==> src/rtl/cache_controller.sv <==
// cache_controller: 4-line direct-mapped, write-back / write-allocate cache
// controller sitting between a CPU request port and a single-cycle-latency
// main memory. Address split: index = endereco[1:0], tag = endereco[4:2].
// Optional feature macro: CACHE_CTRL_STATS_EN enables saturating hit/miss
// counters; when undefined both counter outputs are tied to zero.
module cache_controller #(
    parameter int LINES = 4
) (
    input  logic       clock_in,
    input  logic       reset_n_in,
    input  logic       req_in,
    input  logic       wren_in,
    input  logic [4:0] endereco_in,
    input  logic [7:0] data_in,
    output logic       ready_out,
    output logic       done_out,
    output logic [7:0] q_out,
    output logic       hit_cache_out,
    output logic       mem_clken_out,
    output logic       mem_wren_out,
    output logic [4:0] mem_address_out,
    output logic [7:0] mem_data_out,
    input  logic [7:0] mem_q_in,
    output logic [7:0] hit_count_out,
    output logic [7:0] miss_count_out
);

    typedef enum logic [2:0] {
        IDLE,
        LOOKUP,
        WRITEBACK,
        FILL,
        FILL_WAIT,
        RESP
    } state_t;

    state_t state, state_nxt;

    // Latched request and per-request miss flag
    logic       req_wren;
    logic [4:0] req_addr;
    logic [7:0] req_data;
    logic       miss_q;

    // Line storage
    logic [LINES-1:0] valid_q;
    logic [LINES-1:0] dirty_q;
    logic [2:0]       tag_q  [LINES];
    logic [7:0]       data_q [LINES];

    logic [1:0] idx;
    logic [2:0] req_tag;
    logic       lookup_hit;
    logic       victim_dirty;

    assign idx          = req_addr[1:0];
    assign req_tag      = req_addr[4:2];
    assign lookup_hit   = valid_q[idx] && (tag_q[idx] == req_tag);
    assign victim_dirty = valid_q[idx] && dirty_q[idx];

    // State register
    // NOTE: sequential state uses non-blocking (<=) so every flop samples
    // pre-edge values; blocking here would create order-dependent races.
    always_ff @(posedge clock_in or negedge reset_n_in) begin
        if (!reset_n_in) begin
            state <= IDLE;
        end else begin
            state <= state_nxt;
        end
    end

    // Next-state and Moore outputs
    // NOTE: every output gets a default first so no path leaves it unassigned,
    // which is what keeps this combinational block from inferring latches.
    always_comb begin
        state_nxt       = state;
        ready_out       = 1'b0;
        done_out        = 1'b0;
        mem_clken_out   = 1'b0;
        mem_wren_out    = 1'b0;
        mem_address_out = 5'd0;
        mem_data_out    = 8'd0;
        unique case (state)
            IDLE: begin
                // Gated by reset so ready stays low while reset is held
                ready_out = reset_n_in;
                if (req_in) state_nxt = LOOKUP;
            end
            LOOKUP: begin
                if (lookup_hit)        state_nxt = RESP;
                else if (victim_dirty) state_nxt = WRITEBACK;
                else                   state_nxt = FILL;
            end
            WRITEBACK: begin
                mem_clken_out   = 1'b1;
                mem_wren_out    = 1'b1;
                mem_address_out = {tag_q[idx], idx};
                mem_data_out    = data_q[idx];
                state_nxt       = FILL;
            end
            FILL: begin
                mem_clken_out   = 1'b1;
                mem_address_out = req_addr;
                state_nxt       = FILL_WAIT;
            end
            FILL_WAIT: state_nxt = LOOKUP;
            RESP: begin
                done_out  = 1'b1;
                state_nxt = IDLE;
            end
            default: state_nxt = IDLE;
        endcase
    end

    // hit_cache_out is only meaningful during done_out, so it is gated by it
    assign hit_cache_out = done_out & ~miss_q;

    // Request latch, miss flag, read data and line valid/dirty bits
    always_ff @(posedge clock_in or negedge reset_n_in) begin
        if (!reset_n_in) begin
            req_wren <= 1'b0;
            req_addr <= 5'd0;
            req_data <= 8'd0;
            miss_q   <= 1'b0;
            q_out    <= 8'd0;
            valid_q  <= '0;
            dirty_q  <= '0;
        end else begin
            unique case (state)
                IDLE: begin
                    if (req_in) begin
                        req_wren <= wren_in;
                        req_addr <= endereco_in;
                        req_data <= data_in;
                        miss_q   <= 1'b0;
                    end
                end
                LOOKUP: begin
                    if (lookup_hit) begin
                        if (req_wren) dirty_q[idx] <= 1'b1;
                        else          q_out        <= data_q[idx];
                    end else begin
                        miss_q <= 1'b1;
                    end
                end
                FILL_WAIT: begin
                    valid_q[idx] <= 1'b1;
                    dirty_q[idx] <= 1'b0;
                end
                default: ;
            endcase
        end
    end

    // Line tag/data payload
    // NOTE: tag and data arrays are deliberately not reset; valid_q gates
    // every use of them, and leaving them unreset lets them map to plain RAM.
    always_ff @(posedge clock_in) begin
        if (state == LOOKUP && lookup_hit && req_wren) begin
            data_q[idx] <= req_data;
        end else if (state == FILL_WAIT) begin
            data_q[idx] <= mem_q_in;
            tag_q[idx]  <= req_tag;
        end
    end

`ifdef CACHE_CTRL_STATS_EN
    logic [7:0] hit_cnt;
    logic [7:0] miss_cnt;

    // Saturating statistics, bumped once per completed request
    always_ff @(posedge clock_in or negedge reset_n_in) begin
        if (!reset_n_in) begin
            hit_cnt  <= 8'd0;
            miss_cnt <= 8'd0;
        end else if (state == RESP) begin
            if (!miss_q) begin
                if (hit_cnt != 8'hFF) hit_cnt <= hit_cnt + 8'd1;
            end else begin
                if (miss_cnt != 8'hFF) miss_cnt <= miss_cnt + 8'd1;
            end
        end
    end

    assign hit_count_out  = hit_cnt;
    assign miss_count_out = miss_cnt;
`else
    assign hit_count_out  = 8'd0;
    assign miss_count_out = 8'd0;
`endif

endmodule

==> config.mk <==
export PLATFORM = sky130hd
export DESIGN_NAME = cache_controller
export DESIGN_NICKNAME = d
export VERILOG_FILES = /design/src/rtl/cache_controller.sv
export SDC_FILE = /design/constraint.sdc
export NUM_CORES = 1
export LEC_CHECK = 0
export ABC_CLOCK_PERIOD_IN_PS = 8350
export BUFFER_PORTS_ARGS = -buffer_cell sky130_fd_sc_hd__buf_2
export CORE_MARGIN = 1.5
export CORE_UTILIZATION = 30
export DETAILED_ROUTE_END_ITERATION = 8
export SLEW_MARGIN = 20
export SYNTH_ARGS = -nofsm -noshare
export SYNTH_HDL_FRONTEND = slang
export SYNTH_SLANG_ARGS = --single-unit
==> constraint.sdc <==
create_clock -name clock_in -period 8.35 [get_ports clock_in]
set_clock_uncertainty 0.05 [all_clocks]
set_input_delay 1.2525 -clock clock_in [delete_from_list [all_inputs] [get_ports clock_in]]
set_output_delay 1.2525 -clock clock_in [all_outputs]
set_load 0.05 [all_outputs]
# == Word level (Yosys, flattened, before mapping) ==
# Memories as Yosys holds them, arrays and structs flattened.
# Index checks and enable logic that the tools add are counted.
# word_totals
ff_bits,34
latch_bits,0
ram_bits,44
romBits,0
inputBits,25
word_cells,71
n_memories,2
# classes
add_sub_neg,0
multipliers,0
n_div,0
magnitude_cmp,2
eq_ne,10
shift,0
muxes,28
bitwise,8
n_reduce_logical,13
# memory_table
memory,depth,word_bits,read_ports,rd_clocked_by_memory_dff,wr,line,rtl
data_q,4,8,1,0,1,49,logic [7:0] data_q [LINES];
tag_q,4,3,1,0,1,48,logic [2:0] tag_q [LINES];
# op_table
operator,n
2-to-1 mux 8 bit,2
2-to-1 mux 1 bit,15
case mux 3 bit (5 select lines),1
case mux 5 bit (2 select lines),1
AND reduction 3 bit,3
2-to-1 mux 4 bit,2
"inequality test 2 bit, second input constant",4
OR 4 bit,2
case mux 4 bit (2 select lines),1
"equality test 3 x 2 -> 1 bit, second input constant",2
"equality test 3 bit, second input constant",2
2-to-1 mux 3 bit,2
logical AND 1 bit,5
bitwise AND 4 bit,1
binary-select mux 1 bit (select 2 bit),2
inverter 4 bit,1
nonzero test 2 bit,2
"equality test 3 x 1 -> 1 bit, second input constant",1
equality test 3 bit,1
logical NOT 3 bit,1
"< comparator 2 x 3 -> 1 bit, second input constant",1
demux 1 bit (select 2 bit),1
"greater-or-equal comparator 2 x 1 -> 1 bit, second input constant",1
inverter 1 bit,2
other kinds (5),5

# == Depth between registers and ports, before layout ==
# logic_depth
ltp_word,8
depth_mapped,7
mapped_depth_nobuf,5

# == Worst setup path before layout ==
# Ideal clock, no wire load.
# synth_timing
path_type,register to output
from,register state[2]
to,output mem_data_out[0]
arrival_ns,2.100
required_time_ns,7.048
path_slack_ns,4.948
stages_incl_launch_ff,5
cell_sequence,dfrtp_1 clkbuf_1 nand2b_1 nor2_1 and2_1
# synth_via
elab_chain_len,2
# synth_rtl
item,line,rtl
start: declaration,37,"state_t state, state_nxt;"
start signal: assignment,68,state <= state_nxt;
equality test 3 x 2 -> 1 bit,83,unique case (state)
2-to-1 mux 8 bit,83,
end: declaration,22,"output logic [7:0] mem_data_out,"
# No other way between the ends.

# == Worst setup path after layout ==
# layout_timing
from,register req_addr[0]
to,"memory data_q[3][1], enable pin"
# layout_via
elab_chain_len,8
word_cells_on_any_way,12
cone_classes,1 x eq/ne; 6 x mux; 1 x bitwise; 3 x reduce/logical; 1 x memory
# layout_rtl
item,line,rtl
start: declaration,41,logic [4:0] req_addr;
start signal: assignment,133,req_addr <= endereco_in;
memory read (4 x 3 bit) / binary-select mux 1 bit (select 2 bit) (equally long branches),-,
equality test 3 bit / 2-to-1 mux 1 bit (equally long branches),58,assign lookup_hit = valid_q[idx] && (tag_q[idx] == req_tag);
logical AND 1 bit,58,
logical AND 1 bit (2 in series),159,if (state == LOOKUP && lookup_hit && req_wren) begin
2-to-1 mux 1 bit,159,
2-to-1 mux 1 bit (on tied branches),"160, 162",
OR 1 bit (no source line),-,
end: declaration,49,
# Several ways; a longest one is shown, not always the timed one. The select of a mux whose other input is x is not followed.

==> impl_metrics.py <==
metrics = {
    "critical_path": {
        "slowest_delay_ns": 0.94,
        "ff2ff_path_depth": 5,
        "path_max_fanout": 21,
        "critPathLaunchType": "register",
        "cp_num_buf_inv": 0,
        "path_class": "register to register",
        "cp_cell_sequence": "mux4_1 -> xnor2_1 -> nand4_2 -> or3_1 -> a21oi_1",
        "reg2reg_from": "req_addr[0]",
        "crit_required_ns": 8.25,
        "startpoint": "req_addr[0]",
        "worst_setup_path_end_kind": "register",
        "cp.arrival_ns": 3.68,
        "worstReg2RegEnd": "data_q[3][1]",
        "crit_cells": 5,
        "crit_family": "flip-flops",
        "r2r_setup_slack_ns": 4.58,
        "cp_slowest_cell": "dfrtp_1",
        "cp-endpoint": "data_q[3][1]",
    },
    "sta": {
        "rsz0062_at_grt": "false",
        "whs_ns": 0.4126,
        "final-hold-violation-count": 0,
        "tightest_slew_ns": 0.9261,
        "maxSlewViolCount": 0,
        "period_share_pct": 45.19,
        "relSlewSlack_pct": 38.26,
        "fmax_ghz": 0.2650,
        "setup-tns-final_ns": 0,
        "final.min_clock_period_ns": 3.773,
        "finalSetupViolCount": 0,
    },
    "synth": {
        "synthCells": 243,
        "ys_ff_latch": 78,
        "synth_top_area_share_pct": 37.73,
        "synth-xor-area-share_pct": 1.179,
        "synth.most_common_cell": "edfxtp_1",
        "ys.flop_type": "edfxtp_1",
        "synth_compound_area_share_pct": 3.144,
        "yosys_warnings": 0,
        "yosysUniqueCellTypes": 34,
        "yosysSeqAreaShare_pct": 62.02,
        "synth_area_leaders": "edfxtp_1 (38%), dfrtp_1 (24%), mux2_2 (6.8%), mux4_1 (5.3%), mux4_2 (3.9%)",
        "synth_mux_area_share_pct": 16.72,
        "synth-adder-area-share_pct": 0.2858,
        "synth_top_family_by_area": "multiplexers",
        "synthSimpleGateAreaFrac_pct": 10.65,
        "syn_avg_cell_area_um2": 14.41,
        "async_reset_ff_share_pct": 43.59,
        "synth_edf_count": 44,
        "syn_area_um2": 3502,
        "synth_common_cells": "edfxtp_1 (44), dfrtp_1 (34), nand2_1 (31)",
        "synth_top_area_cell": "edfxtp_1",
    },
    "clock_tree": {
        "cts_tree": "done",
        "cts_resized": 0,
        "cts-hold-fix-buffers": 0,
        "clock_latency_ns": 0.33,
        "clock_path_buffers": 2,
        "cts.sinks": 78,
        "cts_buffers": 9,
        "htree_levels": 3,
        "cts-root-buf": "clkbuf_16",
        "clk_pin_slew_ns": 0.06,
        "cts_setup_buffers": 0,
    },
    "floorplanning": {
        "die_y_um": 111.0,
        "core_um2": 11420,
        "die_w_um": 111.0,
        "die_area_um2": 12330,
        "placementRows": 39,
        "initial_core_util_pct": 30.67,
        "ios": 67,
    },
    "place": {
        "place_congestion": 0.7638,
        "placed_area_um2": 3807,
        "dpl.hpwl_mm": 4.648,
        "port_buffers": 50,
    },
    "global_routing": {
        "use_met2_pct": 16.42,
        "grt_pass1_wl_mm": 10.31,
        "grt_usage_pct": 11.04,
        "grt.busiest_layer": "met2",
        "met1_usage_pct": 14.49,
        "overflow": 0,
        "met3_usage_pct": 3.937,
        "grt_max_degree": 36,
        "grt_antenna_before_repair": 0,
        "grt_pass1_vias": 1961,
    },
    "layout": {
        "final_area_um2": 4078,
        "diodes": 0,
        "drive_gt1_share_pct": 33.45,
        "post-route-util_pct": 35.71,
        "syn2layout_area_growth_pct": 16.43,
        "num-nets-final": 316,
    },
    "power": {
        "p_per_area_nw_per_um2": 378.6,
        "leakagePower_uw": 0.001737,
        "power_uw": 1544,
        "irDropWorstVdd_mv": 0.1123,
    },
    "flow_run": {
        "cap_violations": 0,
    },
    "min_path": {
        "min_path_type": "register to register",
    },
    "status": {
        "outcome": "completed",
    },
    "route": {
        "drcViolationCount": 0,
        "wl_per_cell_um": 14.34,
        "vias": 1955,
        "firstDrtPassIters": 4,
        "postRouteAntennaNets": 0,
        "drt-initial-drc-count": 104,
        "drt-total-wl_mm": 6.297,
        "via_per_inst": 4.453,
    },
}
-- routing by layer --
metal	up-vias	routed length, um
met5	-	0
met4	0	115
met3	9	321
met2	56	2894
met1	949	2966
li1	941	-
-- logic make-up (layout without fill, tap and decap cells) --
| logic type | after synthesis | after routing |
|---|---|---|
| multiplexers | 37 | 37 |
| other | 1 | 16 |
| flip-flops | 78 | 78 |
| XOR/XNOR | 3 | 3 |
| AND/OR/NAND/NOR | 73 | 73 |
| adder cells (fa/ha/maj) | 1 | 1 |
| buffers and inverters | 35 | 73 |
| AO/OA/AOI/OAI | 15 | 15 |
-- worst register-to-register path, delay by kind of cell, from the launching register on --
| kind | cells | cell delay [ns] |
|---|---|---|
| AOI/OAI and AO/OA | 1 | 0.75 |
| xor gates and xnor gates | 1 | 0.24 |
| DFF | 1 | 0.94 |
| muxes | 1 | 0.69 |
| and+or+nand+nor | 2 | 0.72 |
-- worst min path at each step --
stage	to	start	cells after the start	slack [ns]
2_1_floorplan	valid_q[1]	valid_q[1]	1	0.38
3_3_place_gp	valid_q[3]	valid_q[3]	1	0.39
3_5_place_dp	valid_q[3]	valid_q[3]	1	0.40
4_1_cts	valid_q[3]	valid_q[3]	1	0.41
5_1_grt	valid_q[3]	valid_q[3]	1	0.43
6_report	valid_q[3]	valid_q[3]	1	0.41
-- sequential cells by signal, summed over array words and instances (netlist names), named ones only --
signal,count
req_data,8
q_out,8
miss_q,1
data_q,32
tag_q,12
req_addr,5
valid_q,4
req_wren,1
state,3
-- power by group --
group | total, uW | switching [uW] | internal [uW]
Sequential | 639 | 105 | 534
Combinational | 559 | 349 | 210
Clock | 346 | 138 | 208
Total | 1540 | 592 | 952
-- cell type report --
cell class / instances / area (um^2)
sequential: 78 / 2172
multi-input combinational: 145 / 1180
inverter: 7 / 26.28
clock buffer: 12 / 246.5
clock inverter: 4 / 23.77
timing repair buffer: 50 / 250.2
tap: 143 / 178.9
fill: 1113 / 7341
-- per-stage QoR --
stage | worst slack [ns] | instances
3_3_place_gp | 4.658 | 423
3_5_place_dp | 4.555 | 423
5_1_grt | 4.341 | 439
2_1_floorplan | 4.948 | 258
6_report | 4.577 | 439
4_1_cts | 4.534 | 439
-- cell usage in the layout (no fill, tap or decap), drive strengths merged --
cell type  count
a211oi         1
or3            3
nor4           1
nand2b         7
and3           1
a21oi          4
clkinv         3
or2            3
conb          16
mux2i          3
o31ai          2
o21ai          6
clkinvlp       1
o211ai         1
nor3           4
and2          14
mux4          13
nand3          1
nand2         31
clkbuf        12
maj3           1
edfxtp        44
inv            7
a31oi          1
dfrtp         34
buf           50
nand4          1
nor2           7
xnor2          3
mux2          21
Note: power is estimated with default switching activity, not from simulation.
